### src/rtl/camera_basis_rotator.sv
// Camera basis (U, V, W) held in signed Q2.FRAC registers; each accepted key rotates two
// basis vectors about the third, one component per cycle, then commits all nine at once.
module camera_basis_rotator #(
    parameter int W     = 24,
    parameter int FRAC  = W - 2,
    parameter int COS_Q = 2965821,
    parameter int SIN_Q = 2965821
) (
    input  logic                clk,
    input  logic                rst_n,
    input  logic [3:0]          key,
    input  logic                key_valid,
    output logic                key_ready,
    output logic signed [W-1:0] U_x,
    output logic signed [W-1:0] U_y,
    output logic signed [W-1:0] U_z,
    output logic signed [W-1:0] V_x,
    output logic signed [W-1:0] V_y,
    output logic signed [W-1:0] V_z,
    output logic signed [W-1:0] W_x,
    output logic signed [W-1:0] W_y,
    output logic signed [W-1:0] W_z,
    output logic                upd_valid,
    output logic                busy
);

    typedef enum logic [2:0] {IDLE, CALC0, CALC1, CALC2, COMMIT} state_t;
    typedef enum logic [1:0] {PIV_V, PIV_W, PIV_U} pair_t;

    localparam logic signed [W-1:0]   ONE     = W'(64'sd1 <<< (W - 2));
    localparam logic signed [W-1:0]   COEF_C  = W'(COS_Q);
    localparam logic signed [W-1:0]   COEF_S  = W'(SIN_Q);
    localparam logic signed [2*W:0]   RND     = (2*W+1)'(64'sd1 <<< (FRAC - 1));
    localparam logic signed [2*W:0]   SAT_MAX = (2*W+1)'((64'sd1 <<< (W - 1)) - 64'sd1);
    localparam logic signed [2*W:0]   SAT_MIN = -SAT_MAX - (2*W+1)'(1);

    function automatic logic signed [2*W:0] prod(input logic signed [W-1:0] x,
                                                 input logic signed [W-1:0] y);
        logic signed [2*W-1:0] p;
        p = (2*W)'(x) * (2*W)'(y);
        return (2*W+1)'(p);
    endfunction

    function automatic logic signed [W-1:0] sat_round(input logic signed [2*W:0] acc);
        logic signed [2*W:0] r;
        r = (acc + RND) >>> FRAC;
        if (r > SAT_MAX)
            return SAT_MAX[W-1:0];
        else if (r < SAT_MIN)
            return SAT_MIN[W-1:0];
        else
            return r[W-1:0];
    endfunction

    state_t              state;
    pair_t               pair;
    logic                cw;
    logic signed [W-1:0] bu [3];
    logic signed [W-1:0] bv [3];
    logic signed [W-1:0] bw [3];
    logic signed [W-1:0] su [3];
    logic signed [W-1:0] sv [3];
    logic signed [W-1:0] sw [3];
    logic [1:0]          idx;
    logic signed [W-1:0] a_cur, b_cur, s_cur, na, nb;

    // Operands come from the visible basis, which stays frozen until COMMIT.
    always_comb begin
        case (state)
            CALC1:   idx = 2'd1;
            CALC2:   idx = 2'd2;
            default: idx = 2'd0;
        endcase
        a_cur = bu[idx];
        b_cur = bw[idx];
        case (pair)
            PIV_W:   b_cur = bv[idx];
            PIV_U:   a_cur = bv[idx];
            default: ;
        endcase
        s_cur = cw ? COEF_S : -COEF_S;
        na    = sat_round(prod(COEF_C, a_cur) - prod(s_cur, b_cur));
        nb    = sat_round(prod(s_cur, a_cur) + prod(COEF_C, b_cur));
    end

    always_ff @(posedge clk or negedge rst_n) begin
        if (!rst_n) begin
            state     <= IDLE;
            pair      <= PIV_V;
            cw        <= 1'b0;
            upd_valid <= 1'b0;
            bu        <= '{ONE, '0, '0};
            bv        <= '{'0, ONE, '0};
            bw        <= '{'0, '0, ONE};
            su        <= '{ONE, '0, '0};
            sv        <= '{'0, ONE, '0};
            sw        <= '{'0, '0, ONE};
        end else begin
            upd_valid <= 1'b0;
            case (state)
                IDLE: if (key_valid) begin
                    su <= bu;
                    sv <= bv;
                    sw <= bw;
                    case (key)
                        4'd6, 4'd7: begin
                            pair  <= PIV_V;
                            cw    <= ~key[0];
                            state <= CALC0;
                        end
                        4'd8, 4'd9: begin
                            pair  <= PIV_W;
                            cw    <= ~key[0];
                            state <= CALC0;
                        end
                        4'd10, 4'd11: begin
                            pair  <= PIV_U;
                            cw    <= ~key[0];
                            state <= CALC0;
                        end
                        4'd12: begin
                            su    <= '{ONE, '0, '0};
                            sv    <= '{'0, ONE, '0};
                            sw    <= '{'0, '0, ONE};
                            state <= COMMIT;
                        end
                        default: ;
                    endcase
                end
                CALC0, CALC1, CALC2: begin
                    case (pair)
                        PIV_V: begin
                            su[idx] <= na;
                            sw[idx] <= nb;
                        end
                        PIV_W: begin
                            su[idx] <= na;
                            sv[idx] <= nb;
                        end
                        default: begin
                            sv[idx] <= na;
                            sw[idx] <= nb;
                        end
                    endcase
                    state <= (state == CALC0) ? CALC1 : (state == CALC1) ? CALC2 : COMMIT;
                end
                COMMIT: begin
                    bu        <= su;
                    bv        <= sv;
                    bw        <= sw;
                    upd_valid <= 1'b1;
                    state     <= IDLE;
                end
                default: state <= IDLE;
            endcase
        end
    end

    assign key_ready = (state == IDLE);
    assign busy      = (state != IDLE);
    assign U_x = bu[0];
    assign U_y = bu[1];
    assign U_z = bu[2];
    assign V_x = bv[0];
    assign V_y = bv[1];
    assign V_z = bv[2];
    assign W_x = bw[0];
    assign W_y = bw[1];
    assign W_z = bw[2];

endmodule

### config.mk
export PLATFORM = sky130hd
export DESIGN_NAME = camera_basis_rotator
export DESIGN_NICKNAME = d
export VERILOG_FILES = /design/src/rtl/camera_basis_rotator.sv
export SDC_FILE = /design/constraint.sdc
export NUM_CORES = 2
export LEC_CHECK = 0
export CAP_MARGIN = 20
export CORE_MARGIN = 5
export CORE_UTILIZATION = 40
export CTS_BUF_LIST = sky130_fd_sc_hd__clkbuf_16
export DETAILED_ROUTE_END_ITERATION = 12
export SETUP_SLACK_MARGIN = 0.1
export SLEW_MARGIN = 20
export SYNTH_ARGS = -nofsm -noshare
export SYNTH_HDL_FRONTEND = slang
export SYNTH_SLANG_ARGS = --single-unit
### constraint.sdc
create_clock -name clk -period 16.2 [get_ports clk]
set_clock_uncertainty 0.2 [all_clocks]
set_input_delay 4.86 -clock clk [delete_from_list [all_inputs] [get_ports clk]]
set_output_delay 4.86 -clock clk [all_outputs]
set_load 0.05 [all_outputs]
After elaboration in Yosys (flattened, before gate mapping) --
Cells that the tools add are included. W data, S select, Z words.
Word-level totals: logic and storage cells 116, output and inout port bits 219, register bits after elaboration 439, input port bits 7
Cells by class: reductions and logical operators 18, equality and inequality tests 18, muxes and demuxes 42, bitwise gates (word level) 2, $mul 4, magnitude comparators 6, add/sub/neg operators 4
Operators with widths (number):
- $mux W72 | 8
- $pmux W72 S2 | 4
- $mux W24 | 14
- $bwmux W72 | 4
- $bmux W24 S2 | 3
- $add A49 B23 Y49 const B | 2
- $mul A24 B24 Y48 | 2
- $mul A23 B24 Y47 const A | 2
- $gt A27 B24 Y1 const B | 2
- $lt A27 B24 Y1 const B | 2
- $add A48 B47 Y49 | 1
- $sub A47 B48 Y49 | 1
- $demux W24 S2 | 1
- $eq A4 B4 Y1 const B | 5
- $reduce_and A3 Y1 | 5
- $pmux W3 S2 | 2
- $mux W3 | 3
- $eq A4 B3 Y1 const B | 2
- $ne A2 B2 Y1 const B | 4
- $reduce_or A2 Y1 | 4
- $eq A3 B2 Y1 const B | 2
- $pmux W2 S3 | 1
- $reduce_bool A3 Y1 | 2
- $reduce_or A6 Y1 | 1
- 17 further kinds | 17

Logic depth before layout (Yosys ltp) --
depth after elaboration 16, depth in mapped cells 43, mapped depth without buffers 37

Least setup slack after synthesis --
OpenSTA, ideal clock, no wires.
path kind register to register, from register state[0], to register sw[63] (netlist name), data required time 15.923 ns, arrival 11.806 ns, cell stages (with the launch flop) 42, setup slack 4.117 ns, cell sequence dfrtp_1 -> buf_6 -> clkbuf_1 -> buf_1 -> clkbuf_1 -> mux2i_1 -> nor2_1 -> a21oi_1 -> o21ai_0 -> inv_1 -> nor2_1 -> fa_1 -> inv_1 -> fa_1 -> fa_1 -> inv_1 -> fa_1 -> inv_1 -> (+6 left out) -> fa_1 -> inv_1 -> fa_1 -> inv_1 -> ha_1 -> nand4_1 -> or3b_2 -> or2_2 -> a211oi_1 -> a221oi_1 -> nand2_1 -> xor2_1 -> o31a_1 -> clkbuf_1 -> buf_1 -> a21oi_1 -> a2bb2oi_1 -> a21oi_1
Between the ends: word-level cells in the longest chain between the ends 16
RTL lines:
- start: declaration | line 55 | state_t state;
- start signal: assignment | line 145 | state <= (state == CALC0) ? CALC1 : (state == CALC1) ? CALC2 : COMMIT;
- $eq A3 B2 Y1 | line 69, 100
- $pmux W2 S2 | line 69 | case (state)
- $not A2 Y3 (not written as such)
- $bmux W24 S2 (on tied branches)
- $mux W24 (on tied branches) (2 in a row)
- $mux W24 | line 76 | case (pair)
- $mul A24 B24 Y48 / $mul A23 B24 Y47 (equally long branches) | line 40 | p = (2*W)'(x) * (2*W)'(y);
- $add A48 B47 Y49 | line 83 | nb = sat_round(prod(s_cur, a_cur) + prod(COEF_C, b_cur));
- $add A49 B23 Y49 | line 46 | r = (acc + RND) >>> FRAC;
- $lt A27 B24 Y1 | line 49 | else if (r < SAT_MIN)
- $mux W24 | line 49
- $mux W24 | line 47 | if (r > SAT_MAX)
- $bwmux W72 | line 134, 142
- $mux W72
- $pmux W72 S2 | line 100 | case (state)
- end signal: assignment | line 104 | sw <= bw;
- end signal: indexed assignment | line 134 | sw[idx] <= nb;
- end signal: indexed assignment | line 142 | sw[idx] <= nb;
- end: declaration | line 63 | logic signed [W-1:0] sw [3];
Parallel ways exist; a longest one is shown, timed or not. The select of a mux whose other input is x is not followed. A chain may end at the register's enable or synchronous reset.

Final worst setup path --
from register pair[1], to register sv[66] (netlist name)
Between the ends: word-level cells in the longest chain between the ends 11
RTL lines:
- start: declaration | line 56 | pair_t pair;
- start signal: assignment | line 89 | pair <= PIV_V;
- start signal: assignment | line 107 | pair <= PIV_V;
- start signal: assignment | line 112 | pair <= PIV_W;
- $eq A2 B2 Y1 / $eq A2 B1 Y1 (equally long branches) | line 76, 131
- $mux W24 | line 76
- $mul A23 B24 Y47 / $mul A24 B24 Y48 (equally long branches) | line 40
- $sub A47 B48 Y49 / $add A48 B47 Y49 (equally long branches) | line 82, 83
- $add A49 B23 Y49 | line 46
- $lt A27 B24 Y1 | line 49
- $mux W24 | line 49
- $mux W24 | line 47
- $bwmux W72 (on tied branches) | line 141, 138
- $pmux W72 S2 | line 131 | case (pair)
- $pmux W72 S2 | line 100
- end signal: assignment | line 103 | sv <= bv;
- end signal: indexed assignment | line 138 | sv[idx] <= nb;
- end signal: indexed assignment | line 141 | sv[idx] <= na;
- end: declaration | line 62 | logic signed [W-1:0] sv [3];
Parallel ways exist; a longest one is shown, timed or not.

==> out/metrics.cfg <==
[worst_setup_path]
path_depth = 31
cp_max_fo = 33
crit_family = adder cells
crit_buf_inv = 6
reg2reg_from = pair[1]
ff2ff_path_depth = 31
critPathLaunch = pair[1]
cpPeakStageDelay_ps = 1010
cp-end-kind = flip-flop
rr_endpoint = sv[66]
endpoint = sv[66]
cp_common_cell = fa_1
worstPathArrival_ps = 14070
r2r_setup_slack_ps = 2440
crit_type = flip-flop to flip-flop
worstPathRequired_ps = 16510
slowest_stage = a21boi_1
cp-start-kind = flip-flop

[floorplanning]
die_area_um2 = 196000
die_h_um = 442
start_util_pct = 40.3
num_rows = 158
placeableCoreArea_um2 = 186000
die_w_um = 442
boundaryPins = 226

[synthesis]
ys.flop_type = dfrtp_1
ys_seq_area_share_pct = 14.7
synth_edf_count = 0
synth_cells = 7402
synth.distinct_cells = 112
ys_ff_latch = 439
ys_warn_count = 0
syn_area_per_cell_um2 = 10.1
async_reset_ff_share_pct = 100
syn-cell-area_um2 = 74800

[finish]
post-route-util_pct = 44.1
layout.nets = 9820
drive_gt1_share_pct = 7.09
syn2layout_area_growth_pct = 9.43

[route]
drt-total-wl_um = 265000
dr.first_iter.drc_count = 4655
drcViolationCount = 0
drt_pre_antenna_iters = 5
viasPerCell = 5.36
vias = 54100
ant_nets = 0
wl_per_cell_um = 26.3

[timing]
relSlewSlack_pct = 19.4
setup_tns_ps = 0
finalSetupViolCount = 0
fin_ws_ps = 2440
finalHoldViolCount = 0
fmax_ghz = 0.0727
worst_pin_slew_ps = 1200
period_share_pct = 84.9
slew_violations = 0
rsz0062_at_grt = false
period_minus_slack_ps = 13760

[flow_run]
drv_cap = 0

[cts]
cts-root-buf = clkbuf_16
post-cts-setup-buffers = 0
insertion_delay_ps = 610
cts_resized = 0
clkSinkCount = 439
numCtsBuffers = 45
cts.hold.buffers_added = 0
cts_tree = done
htreeDepth = 2
clk_pin_slew_ps = 60
clock_path_buffers = 3

[global_route]
busiest_layer = met2
grt_usage_pct = 27.2
grt_pass1_vias = 58200
gr-total-overflow = 0
grt_pass1_wl_um = 396000
use_met1_pct = 37.2
antenna_found_initial = 4
gr-usage-met3_pct = 4.11
grt_use_met2_pct = 42.2
grt_max_degree = 102

[hold_path]
worstHoldPathType = flip-flop to flip-flop

[placement]
hpwlAfterDp_um = 224000
io_buffers = 225
pre_cts_slack_ps = 2690
gp_congestion = 1.03

[status]
status = finished clean

==> cells in the final DEF (no fill, tap or decap), types with 24 or more instances in the layout <==
| cell type | n |
|---|---|
| nand3_1 | 42 |
| fa_1 | 1526 |
| nand2_1 | 368 |
| nor3_1 | 48 |
| inv_1 | 2089 |
| and2_1 | 33 |
| xnor2_1 | 96 |
| o21a_1 | 26 |
| a31oi_1 | 69 |
| o221ai_1 | 35 |
| clkdlybuf4s50_1 | 224 |
| a21o_1 | 35 |
| ha_1 | 719 |
| a21oi_1 | 289 |
| xor2_1 | 32 |
| buf_4 | 118 |
| clkbuf_16 | 45 |
| a2bb2oi_1 | 36 |
| dfrtp_1 | 431 |
| nand2b_1 | 45 |
| nor2_1 | 257 |
| o21ai_0 | 194 |
| mux2i_1 | 76 |
| o211ai_1 | 58 |
| mux2_2 | 225 |
| o21ai_2 | 39 |
| or2_2 | 24 |
==> per-stage QoR <==
| step | instance area [um^2] | std cells | hold WS, ps |
|---|---|---|---|
| finish | 81800 | 10100 | 277 |
| global route | 81800 | 10100 | 292 |
| CTS | 81800 | 10100 | 267 |
| detailed placement | 80400 | 9999 | 262 |
| global placement | 80400 | 9999 | 254 |
| floorplan | 74800 | 7416 | 243 |
==> cell type report <==
type                            count  area (um^2)
Timing Repair Buffer              345         3190
Multi-Input combinational cell   4662        55300
Tap cell                         2480         3100
Sequential cell                   439        11000
Antenna cell                        1         2.50
Clock inverter                     37          249
Fill cell                       17800       104000
Clock buffer                       45         1130
Inverter                         2075         7790
==> flip-flops by register name, indices dropped and copies added, names as in the netlist <==
signal     flops
U_z           24
sv            72
state          3
U_y           24
cw             1
W_x           24
V_y           24
V_x           24
U_x           24
W_y           24
V_z           24
W_z           24
su            72
sw            72
upd_valid      1
pair           2
==> tightest hold or removal path, delay by kind of cell (launching register included) <==
kind               cells  cell delay, ps
DFF                    1             340
AOI/OAI and AO/OA      1              60
and+or+nand+nor        1              50
==> cell families (layout without fill, tap and decap cells) <==
kind of cell	after synthesis	in the layout	synth area share (%)
fa+ha+maj	2245	2245	52.9
simple gates	941	941	5.74
mux	306	306	4.53
flops	439	439	14.7
xor+xnor	128	128	1.50
other cells	2	17	0.0100
buf+inv	2315	2502	11.7
compound gates	1026	1026	8.92
==> worst min path at each step <==
| stage | slack, ps | cells after the start | end | from |
|---|---|---|---|---|
| 3_5_place_dp | 260 | 1 | su[53] | su[53] |
| 5_1_grt | 290 | 1 | su[53] | su[53] |
| 6_report | 280 | 2 | su[51] | su[51] |
| 2_1_floorplan | 240 | 2 | su[49] | su[49] |
| 4_1_cts | 270 | 1 | V_y[16] | sv[40] |
| 3_3_place_gp | 250 | 2 | su[65] | su[65] |
==> Yosys cell counts, drive strengths merged (21+ instances only) <==
cell type	instances	area, um^2
nor3	50	255
clkbuf	203	762
inv	2073	7780
o211ai	58	435
o31ai	24	185
a2bb2oi	36	315
a21o	35	263
dfrtp	433	10800
nand3	43	220
nand2	369	1390
o21ai	248	1240
xnor2	96	841
buf	37	184
and3	23	149
o221ai	36	322
nand4	22	144
fa	1526	30500
and2	36	225
a31oi	69	432
a211oi	21	163
a21oi	300	1550
xor2	32	280
nand2b	48	300
mux2i	76	761
mux2	227	2560
nor2	265	997
o21a	26	195
or2	25	156
ha	719	9000
==> metal layers <==
layer  wire, um  vias up  share of wire, %
met5         46        -             0.017
met4      17400        6               6.6
met3      18800      504               7.1
met2     118000     2250                45
met1     111000    28100                42
li1           -    23200                 -
Power is not shown: default switching activity piles up to over one toggle a cycle in this logic, so the estimate is an artifact.
